==> config.mk <==
export PLATFORM = sky130hd
export DESIGN_NAME = unit_rate_add_buffered
export DESIGN_NICKNAME = d
export VERILOG_FILES = /design/src/rtl/unit_rate_add_buffered.sv
export SDC_FILE = /design/constraint.sdc
export NUM_CORES = 1
export LEC_CHECK = 0
export ABC_AREA = 1
export ABC_CLOCK_PERIOD_IN_PS = 7100
export CORE_MARGIN = 2
export CORE_UTILIZATION = 56
export DETAILED_ROUTE_END_ITERATION = 10
export GPL_TIMING_DRIVEN = 1
export PLACE_DENSITY = 0.92
export SYNTH_ARGS = -nofsm -noshare
export SYNTH_HDL_FRONTEND = slang
export SYNTH_SLANG_ARGS = --single-unit
==> constraint.sdc <==
create_clock -name clock -period 7.1 [get_ports clock]
set_input_delay 1.42 -clock clock [delete_from_list [all_inputs] [get_ports clock]]
set_output_delay 1.42 -clock clock [all_outputs]
set_load 0.02 [all_outputs]
==> src/rtl/unit_rate_add_buffered.sv <==
// Registered constant-increment stage with an elastic FIFO of DEPTH entries.
// Each accepted token is stored as arg0 + STEP (wrapping or saturating) and popped in order.
module unit_rate_add_buffered #(
    parameter int WIDTH    = 32,
    parameter int DEPTH    = 2,
    parameter int STEP     = 1,
    parameter int SATURATE = 0
) (
    input  logic                       clock,
    input  logic                       reset,
    input  logic [WIDTH-1:0]           arg0,
    input  logic                       arg1,
    input  logic                       arg2,
    output logic                       ret0,
    output logic [WIDTH-1:0]           ret1,
    output logic                       ret2,
    output logic [$clog2(DEPTH+1)-1:0] ret3
);

    localparam int CW = $clog2(DEPTH + 1);
    localparam int PW = (DEPTH > 1) ? $clog2(DEPTH) : 1;

    localparam logic signed [WIDTH:0]   STEP_X  = (WIDTH + 1)'(STEP);
    localparam logic        [WIDTH-1:0] MAX_VAL = {1'b0, {(WIDTH-1){1'b1}}};
    localparam logic        [WIDTH-1:0] MIN_VAL = {1'b1, {(WIDTH-1){1'b0}}};
    localparam logic        [PW-1:0]    LAST    = PW'(DEPTH - 1);

    logic [WIDTH-1:0] r_mem [DEPTH];
    logic [PW-1:0]    r_rdPtr;
    logic [PW-1:0]    r_wrPtr;
    logic [CW-1:0]    r_count;

    logic signed [WIDTH:0] w_sum;
    logic [WIDTH-1:0]      w_result;
    logic                  w_ready;
    logic                  w_valid;
    logic                  w_enq;
    logic                  w_deq;
    logic [PW-1:0]         w_rdNext;
    logic [PW-1:0]         w_wrNext;

    // One extra bit keeps the true sum so overflow shows as a disagreement of the top two bits.
    assign w_sum = $signed({arg0[WIDTH-1], arg0}) + STEP_X;

    always_comb begin
        w_result = w_sum[WIDTH-1:0];
        if (SATURATE != 0 && (w_sum[WIDTH] != w_sum[WIDTH-1])) begin
            w_result = w_sum[WIDTH] ? MIN_VAL : MAX_VAL;
        end
    end

    // Ready looks through to arg2 so a full FIFO can take a token in the cycle it pops one.
    assign w_ready  = !reset && ((r_count < CW'(DEPTH)) || arg2);
    assign w_valid  = !reset && (r_count != '0);
    assign w_enq    = arg1 && w_ready;
    assign w_deq    = w_valid && arg2;
    assign w_rdNext = (r_rdPtr == LAST) ? '0 : r_rdPtr + 1'b1;
    assign w_wrNext = (r_wrPtr == LAST) ? '0 : r_wrPtr + 1'b1;

    always_ff @(posedge clock) begin
        if (reset) begin
            r_count <= '0;
            r_rdPtr <= '0;
            r_wrPtr <= '0;
        end else begin
            if (w_enq) begin
                r_wrPtr <= w_wrNext;
            end
            if (w_deq) begin
                r_rdPtr <= w_rdNext;
            end
            if (w_enq && !w_deq) begin
                r_count <= r_count + 1'b1;
            end else if (w_deq && !w_enq) begin
                r_count <= r_count - 1'b1;
            end
        end
    end

    always_ff @(posedge clock) begin
        if (w_enq) begin
            r_mem[r_wrPtr] <= w_result;
        end
    end

    assign ret0 = w_ready;
    assign ret2 = w_valid;
    assign ret1 = w_valid ? r_mem[r_rdPtr] : '0;
    assign ret3 = r_count;

endmodule
==> results of run 1 <==
## cells by family after synthesis
group | Yosys count
flops | 69
compound gates | 11
fa+ha+maj | 2
mux | 32
simple gates | 196
buf+inv | 65
xor+xnor | 15
## layout by cell type (no fill, tap or decap), types with 5 or more instances in the layout
cell | synthesis | final
mux2_2 | 24 | 24
nand3b_1 | 10 | 10
xor2_1 | 10 | 10
mux2_1 | 8 | 8
nand2_1 | 128 | 128
xnor2_1 | 5 | 5
nand3_1 | 8 | 8
nor2_4 | 7 | 7
edfxtp_1 | 64 | 64
nor2_1 | 36 | 34
inv_1 | 58 | 58
clkbuf_8 | 0 | 9
a21oi_1 | 6 | 6
dfxtp_1 | 5 | 5
clkdlybuf4s50_1 | 0 | 71
## power by group
part	total [W]	internal, W	switching (W)
Combinational	0.000167	0.0000754	0.0000913
Clock	0.000305	0.000161	0.000145
Sequential	0.000468	0.000463	0.00000465
## registers in the layout, summed over array words and instances (netlist names), named ones only
| name | cells |
|---|---|
| r_rdPtr | 1 |
| r_wrPtr | 1 |
| r_mem | 64 |
| ret3 | 2 |
## per-layer routing
metal	routed length [microns]	global-route usage
met5	0	0
met4	280	0.1227
met3	456	0.03369
met2	4264	0.4268
met1	3231	0.2731
## worst max-delay path by stage
stage,from,to,slack [ns],cells after the start
finish,reset,ret1[9],2.47,6
global route,reset,ret1[9],2.34,6
CTS,reset,ret1[9],2.44,6
detailed placement,reset,ret1[9],2.47,6
global placement,reset,ret1[26],2.55,6
floorplan,reset,ret1[22],3.56,4
## worst register-to-register path, cell delays in order, from the launching register on
cell and delay (ns):
dfxtp_1 0.36, inv_1 0.10, a21oi_2 0.15, buf_4 0.35, nand2_1 0.14, ha_1 0.33, nand3b_1 0.18, o21ai_0 0.16
a21oi_1 0.05
## final cells by class
type	instances	area share
Clock buffer	11	0.02784
Clock inverter	5	0.01114
Multi-Input combinational cell	256	0.3089
Timing Repair Buffer	75	0.1570
Sequential cell	69	0.4285
Tap cell	77	0.02042
Inverter	58	0.04614
## per-stage QoR
step	instance area [sq um]	instances
after floorplan	3730	390
after global placement	4534	535
after detailed placement	4534	535
after CTS	4718	551
after global routing	4718	551
final	4718	551
==> impl_metrics.tcl, run 1 <==
set metrics [dict create \
    antenna_found_initial 0 \
    synth_largest_area_cell "edfxtp_1" \
    power.density_nw_per_um2 199.2 \
    synthArstFlopShare 0 \
    finalClockSkew_ns 0.009845 \
    dp_hpwl_microns 5849 \
    clk_pin_slew_worst_paths_ns 0.08 \
    critPathBufInv 4 \
    antennaDiodeCount 0 \
    r2r_start "ret3[0]" \
    finalSetupViolations 0 \
    max_slew.worst_pin.slew_ns 0.4530 \
    area_growth_pct 26.50 \
    drt_wl_total_microns 8231 \
    crit_path_cell_trace "clkdlybuf4s50_1 -> a21oi_2 -> buf_4 -> nand2_1 -> inv_1 -> clkdlybuf4s50_1" \
    cp_top_family "buffers and inverters" \
    synthSimpleGateAreaFrac 0.2352 \
    drc_errors 0 \
    cts_tree "built" \
    final_nets 507 \
    ir_drop_uv 185.2 \
    cp-start-kind "input port" \
    die_h_microns 85.61 \
    postRouteAntennaNets 0 \
    ys_top_cells_by_count "nand2_1, edfxtp_1, inv_1" \
    grt_start_max_net_pins 36 \
    rr_worst_depth 8 \
    synth_seq_cells 69 \
    syn_inst 390 \
    grtUsageTotal 0.2368 \
    synthTopCellsByArea "edfxtp_1, nand2_1, mux2_2, inv_1, nor2_1" \
    hold_ws_ns 0.5014 \
    htree_levels 3 \
    first_pass_iters 7 \
    post-route-util 0.7388 \
    worstPathArrival_ns 3.21 \
    hold_end "r_rdPtr" \
    rr_endpoint "ret3[1]" \
    synth_compound_area_frac 0.01577 \
    finalPower_w 0.0009400 \
    min_from "r_rdPtr" \
    placementRows 29 \
    synth_edf_count 64 \
    status "completed" \
    crit_path_end_kind "output port" \
    rsz0062_at_grt "no" \
    hp-class "reg2reg" \
    cts_setup_buffers 0 \
    synth_cell_type_count 23 \
    portBuffers 71 \
    fmax_mhz 215.8 \
    r2r_slack_ns 5.18 \
    muxShareOfSynthArea 0.09661 \
    via_per_inst 5.216 \
    num-fill-cells 464 \
    cpMostUsedCell "clkdlybuf4s50_1" \
    io_pins 72 \
    syn_nets 428 \
    num_vias 2874 \
    yosys_most_used_dff "edfxtp_1" \
    clk_latency_ns 0.35 \
    root_buffer "clkbuf_8" \
    drive_gt1_frac 0.1245 \
    crit_fanout 35 \
    fin_crit_ns 4.634 \
    synth_xor_area_frac 0.03522 \
    drv_cap 0 \
    holdBufCountCts 0 \
    hold_violations 0 \
    cts_buffers 9 \
    grt_pass1_wl_microns 13140 \
    report.final.slew_viol_count 0 \
    die_area_sq_um 7329 \
    fin_tns_setup_ns 0 \
    pre_cts_slack_ns 2.469 \
    numClockSinks 69 \
    die_w_microns 85.61 \
    critPathRequiredTime_ns 5.68 \
    slowest_delay_ns 0.60 \
    setup_ws_ns 2.466 \
    yosys_warnings 0 \
    p_leak_nw 2.017 \
    grt_pass1_vias 2826 \
    fin_crit_sh 0.6527 \
    drt_first_iter_violations 332 \
    synth_top_family_by_area "simple AND/OR/NAND/NOR gates" \
    globalRouteOverflowTotal 0 \
    syn_avg_cell_area_sq_um 9.564 \
    syn-cell-area_sq_um 3730 \
    yosysMostFrequentCell "nand2_1" \
    core_region_area_sq_um 6386 \
    route.detailed.wl_per_inst_microns 14.94 \
    initial_core_util 0.5841 \
    critPathSlowestCell "clkdlybuf4s50_1" \
    ctsResizeCount 0 \
    slew_headroom 0.6980 \
    multi_input_area_sq_um 1458 \
    cts_max_path_buffers 2 \
    crit_type "in2out" \
    synth_top_area_frac 0.5153 \
    synthAdderAreaFrac 0.006709 \
    seq_area_sq_um 2022 \
    yosysSeqAreaShare 0.5421 \
    gp_congestion 0.9177 \
    hold_depth 2 \
]
Note: power is estimated with default switching activity, not from simulation.
==> inputs of run 2 (changes only) <==
Settings changed: ABC_CLOCK_PERIOD_IN_PS 7100 to 3740, CORE_UTILIZATION 56 to 47, PLACE_DENSITY 0.92 to 0.83.
Clock period 7.1 ns to 3.74 ns, I/O delays scaled along.
==> run 2 against run 1 <==
Effect of this change: critical path depth unchanged; sequential power is 90% higher; final area grew 2.0%; clock power grew 140%.
==> impl_metrics.tcl, run 2 (same netlist as run 1, synthesis figures left out) <==
set metrics [dict create \
    layout_common_cells "nand2_1, clkdlybuf4s50_1, edfxtp_1" \
    io_pins 72 \
    portBuffers 71 \
    root_buffer "clkbuf_8" \
    fin_crit_ns 3.282 \
    grtUsageTotal 0.1896 \
    finalSetupViolations 0 \
    postRouteAntennaNets 0 \
    die_w_microns 93.09 \
    die_h_microns 93.09 \
    cp-start-kind "input port" \
    antennaDiodeCount 0 \
    num_vias 2740 \
    crit_path_cell_trace "clkdlybuf4s50_1 -> a21oi_2 -> buf_4 -> nand2_1 -> inv_1 -> clkdlybuf4s50_1" \
    drive_gt1_frac 0.1266 \
    hold_violations 0 \
    cts_buffers 9 \
    clk_latency_ns 0.34 \
    power.density_nw_per_um2 401.6 \
    via_per_inst 4.757 \
    cts_tree "built" \
    hp-class "reg2reg" \
    p_leak_nw 2.044 \
    fmax_mhz 304.7 \
    setup_ws_ns 0.4585 \
    max_slew.worst_pin.slew_ns 0.4317 \
    grt_start_max_net_pins 36 \
    worstPathArrival_ns 2.53 \
    holdBufCountCts 0 \
    critPathRequiredTime_ns 2.99 \
    regMostFlops "r_mem" \
    min_from "r_rdPtr" \
    rsz0062_at_grt "no" \
    area_growth_pct 29.05 \
    report.final.slew_viol_count 0 \
    pre_cts_slack_ns 0.4504 \
    ir_drop_uv 272.0 \
    dpl_cell_area_sq_um 4566 \
    antenna_found_initial 0 \
    crit_fanout 35 \
    initial_core_util 0.4827 \
    crit_type "in2out" \
    htree_levels 3 \
    slew_headroom 0.7122 \
    fin_area_sq_um 4813 \
    grt_pass1_wl_microns 12740 \
    status "completed" \
    ctsResizeCount 0 \
    route.detailed.wl_per_inst_microns 13.41 \
    fin_crit_sh 0.8774 \
    finalClockSkew_ns 0.004959 \
    final_common_cell "nand2_1" \
    die_area_sq_um 8665 \
    globalRouteOverflowTotal 0 \
    critical_path.startpoint "reset" \
    core_region_area_sq_um 7727 \
    clk_pin_slew_worst_paths_ns 0.07 \
    final_nets 507 \
    placementRows 32 \
    fin_tns_setup_ns 0 \
    dp_hpwl_microns 5571 \
    slowest_delay_ns 0.59 \
    gp_congestion 0.8831 \
    cts_setup_buffers 0 \
    drt_wl_total_microns 7725 \
    first_pass_iters 4 \
    drv_cap 0 \
    largest_reg_flops 64 \
    crit_path_end_kind "output port" \
    numClockSinks 69 \
    drt_first_iter_violations 134 \
    critPathSlowestCell "clkdlybuf4s50_1" \
    cpMostUsedCell "clkdlybuf4s50_1" \
    r2r_start "ret3[1]" \
    grt_pass1_vias 2722 \
    cts_max_path_buffers 2 \
    drc_errors 0 \
]
==> run 2: cell types whose count changed in the layout (fill, tap and decap cells not counted) <==
cell	before	now
clkinv_1	0	1
bufinv_16	1	3
clkinv_4	0	1
clkbuf_8	9	10
clkbuf_1	2	0
clkinv_2	3	0
==> run 2: power breakdown <==
| part | internal [W] | total, W | switching, W | leakage (nW) |
|---|---|---|---|---|
| clock | 0.000460 | 0.000732 | 0.000273 | 0.120 |
| sequential | 0.000879 | 0.000888 | 0.00000830 | 0.628 |
| combinational | 0.000143 | 0.000313 | 0.000170 | 1.30 |
| total | 0.00148 | 0.00193 | 0.000451 | 2.04 |
==> run 2: path summary, 6_finish.rpt <==
path	to	slack [ns]	cells past startpoint
worst min-delay path	r_rdPtr	0.49	2
worst max-delay path	ret1[28]	0.46	6
worst max register to register	ret3[1]	1.80	8
worst min register to register	r_rdPtr	0.49	2
==> run 2: final cells by class <==
class                           instances  area [sq um]
Fill cell                             660          2914
Sequential cell                        69          2022
Multi-Input combinational cell        256          1458
Timing Repair Buffer                   75         740.7
Inverter                               58         217.7
Clock buffer                           10         137.6
Tap cell                              102         127.6
Clock inverter                          6         110.1
==> run 2: critical path: cells and delay by family <==
family | cells | cell delay, ns
compound gates | 1 | 0.14
simple gates | 1 | 0.12
buf+inv | 4 | 1.51
==> run 2: through the flow <==
stage	utilization	hold slack (ns)	power, W	cells
final	0.6229	0.4941	0.001933	576
after global routing	0.6229	0.5129	0.002010	576
after CTS	0.6229	0.4941	0.001948	576
after detailed placement	0.5908	0.4839	0.001219	560
after global placement	0.5908	0.4738	0.001212	560
after floorplan	-	0.4497	0.001077	390
==> run 2: per-layer routing <==
metal / vias to the layer above / share of wire / track usage
met5: - / 0 / 0
met4: 0 / 0.018 / 0.08211
met3: 12 / 0.039 / 0.03304
met2: 62 / 0.50 / 0.3200
met1: 1261 / 0.45 / 0.2406
li1: 1405 / - / -
==> inputs of run 3 (changes only) <==
Settings changed: RECOVER_POWER set to 100.
==> run 3 against run 2 <==
Effect of this change: the run now ends with max-capacitance violations, max-slew violations left; final cell count unchanged; final area down 2.1%; setup slack worse by 0.15 ns; critical path type unchanged.
==> impl_metrics.tcl, run 3 (same netlist as run 1, synthesis figures left out) <==
set metrics [dict create \
    cp-start-kind "input port" \
    largest_reg_flops 64 \
    grt_pass1_wl_microns 12740 \
    r2r_slack_ns 1.35 \
    critPathRequiredTime_ns 2.99 \
    route.detailed.wl_per_inst_microns 13.37 \
    drt_wl_total_microns 7699 \
    grtUsageMet2 0.3200 \
    slew_headroom -0.1937 \
    met3_usage 0.03304 \
    drc_errors 0 \
    ctsResizeCount 0 \
    cts_setup_buffers 0 \
    drt_first_iter_violations 114 \
    cts_buffers 9 \
    initial_core_util 0.4827 \
    io_pins 72 \
    globalRouteOverflowTotal 0 \
    gp_congestion 0.8831 \
    power.density_nw_per_um2 406.6 \
    antenna_found_initial 0 \
    cts_tree "built" \
    cts_max_path_buffers 2 \
    max_slew.worst_pin.slew_ns 1.791 \
    worstPathArrival_ns 2.68 \
    r2r_start "ret3[1]" \
    post-route-util 0.6101 \
    die_area_sq_um 8665 \
    root_buffer "clkbuf_8" \
    critical_path.startpoint "reset" \
    fin_crit_ns 3.429 \
    status "complete, but fails checks" \
    num_vias 2757 \
    final_nets 507 \
    finalClockSkew_ns 0.004773 \
    finalSetupViolations 0 \
    htree_levels 3 \
    endpoint "ret1[24]" \
    finalPower_w 0.001917 \
    grt_pass1_vias 2722 \
    rsz0062_at_grt "no" \
    grtUsageTotal 0.1896 \
    rr_worst_depth 4 \
    drv_cap 2 \
    fin_tns_setup_ns 0 \
    first_pass_iters 4 \
    via_per_inst 4.786 \
    antennaDiodeCount 0 \
    hold_violations 0 \
    fin_crit_sh 0.9170 \
    ir_drop_uv 272.0 \
    dp_hpwl_microns 5571 \
    p_leak_nw 2.078 \
    die_w_microns 93.09 \
    die_h_microns 93.09 \
    portBuffers 71 \
    core_region_area_sq_um 7727 \
    drive_gt1_frac 0.09494 \
    clk_pin_slew_worst_paths_ns 0.07 \
    placementRows 32 \
    grt_start_max_net_pins 36 \
    crit_fanout 35 \
    crit_type "in2out" \
    grt-busiest-layer "met2" \
    violations "max-capacitance violations, max-slew violations" \
    holdBufCountCts 0 \
    report.final.slew_viol_count 66 \
    fmax_mhz 291.6 \
    crit_path_end_kind "output port" \
    hp-class "reg2reg" \
    min_from "r_rdPtr" \
    gr-usage-met1 0.2406 \
    postRouteAntennaNets 0 \
    rr_endpoint "r_mem[1][6]" \
    num-fill-cells 680 \
    final_common_cell "nand2_1" \
    clk_latency_ns 0.34 \
    regMostFlops "r_mem" \
    layout_common_cells "nand2_1, edfxtp_1, inv_1" \
    numClockSinks 69 \
    area_growth_pct 26.40 \
]
run 3: metrics by stage:
step | instance area, sq um | setup WS [ns] | hold slack [ns] | cells
2_1_floorplan | 3730 | 0.9833 | 0.4497 | 390
3_3_place_gp | 4566 | 0.5101 | 0.4738 | 560
3_5_place_dp | 4566 | 0.4504 | 0.4839 | 560
4_1_cts | 4813 | 0.4388 | 0.4941 | 576
5_1_grt | 4715 | 0.1669 | 0.5129 | 576
6_report | 4715 | 0.3105 | 0.4928 | 576
run 3: worst min path at each step:
stage | endpoint | slack, ns | cells past startpoint
after floorplan | flop | 0.45 | 2
after global placement | r_rdPtr | 0.47 | 2
after detailed placement | r_rdPtr | 0.48 | 2
after CTS | r_rdPtr | 0.49 | 2
after global routing | r_rdPtr | 0.51 | 2
final | r_rdPtr | 0.49 | 2
run 3: layout make-up:
class,instances,area (sq um),share of cell area
Timing Repair Buffer,75,733.2,0.1555
Clock buffer,10,137.6,0.02919
Sequential cell,69,2022,0.4289
Clock inverter,6,110.1,0.02335
Inverter,58,217.7,0.04618
Tap cell,102,127.6,0.02707
Multi-Input combinational cell,256,1366,0.2898
run 3: worst max-delay path, cell delays in order:
cell,delay (ns)
dlygate4sd3_1,0.61
a21oi_2,0.12
buf_4,0.35
nand2_1,0.09
inv_1,0.06
dlygate4sd3_1,0.68
run 3: power by group:
group	internal (W)	switching (W)
logic	0.000130	0.000166
clock network	0.000460	0.000272
registers	0.000881	0.00000819
run 3: per-layer routing:
metal  vias up  wire length, microns  share of wire
met2        72                  3785           0.49
li1       1402                     -              -
met4         0                   173          0.022
met5         -                     0              0
met1      1267                  3435           0.45
met3        16                   306          0.040
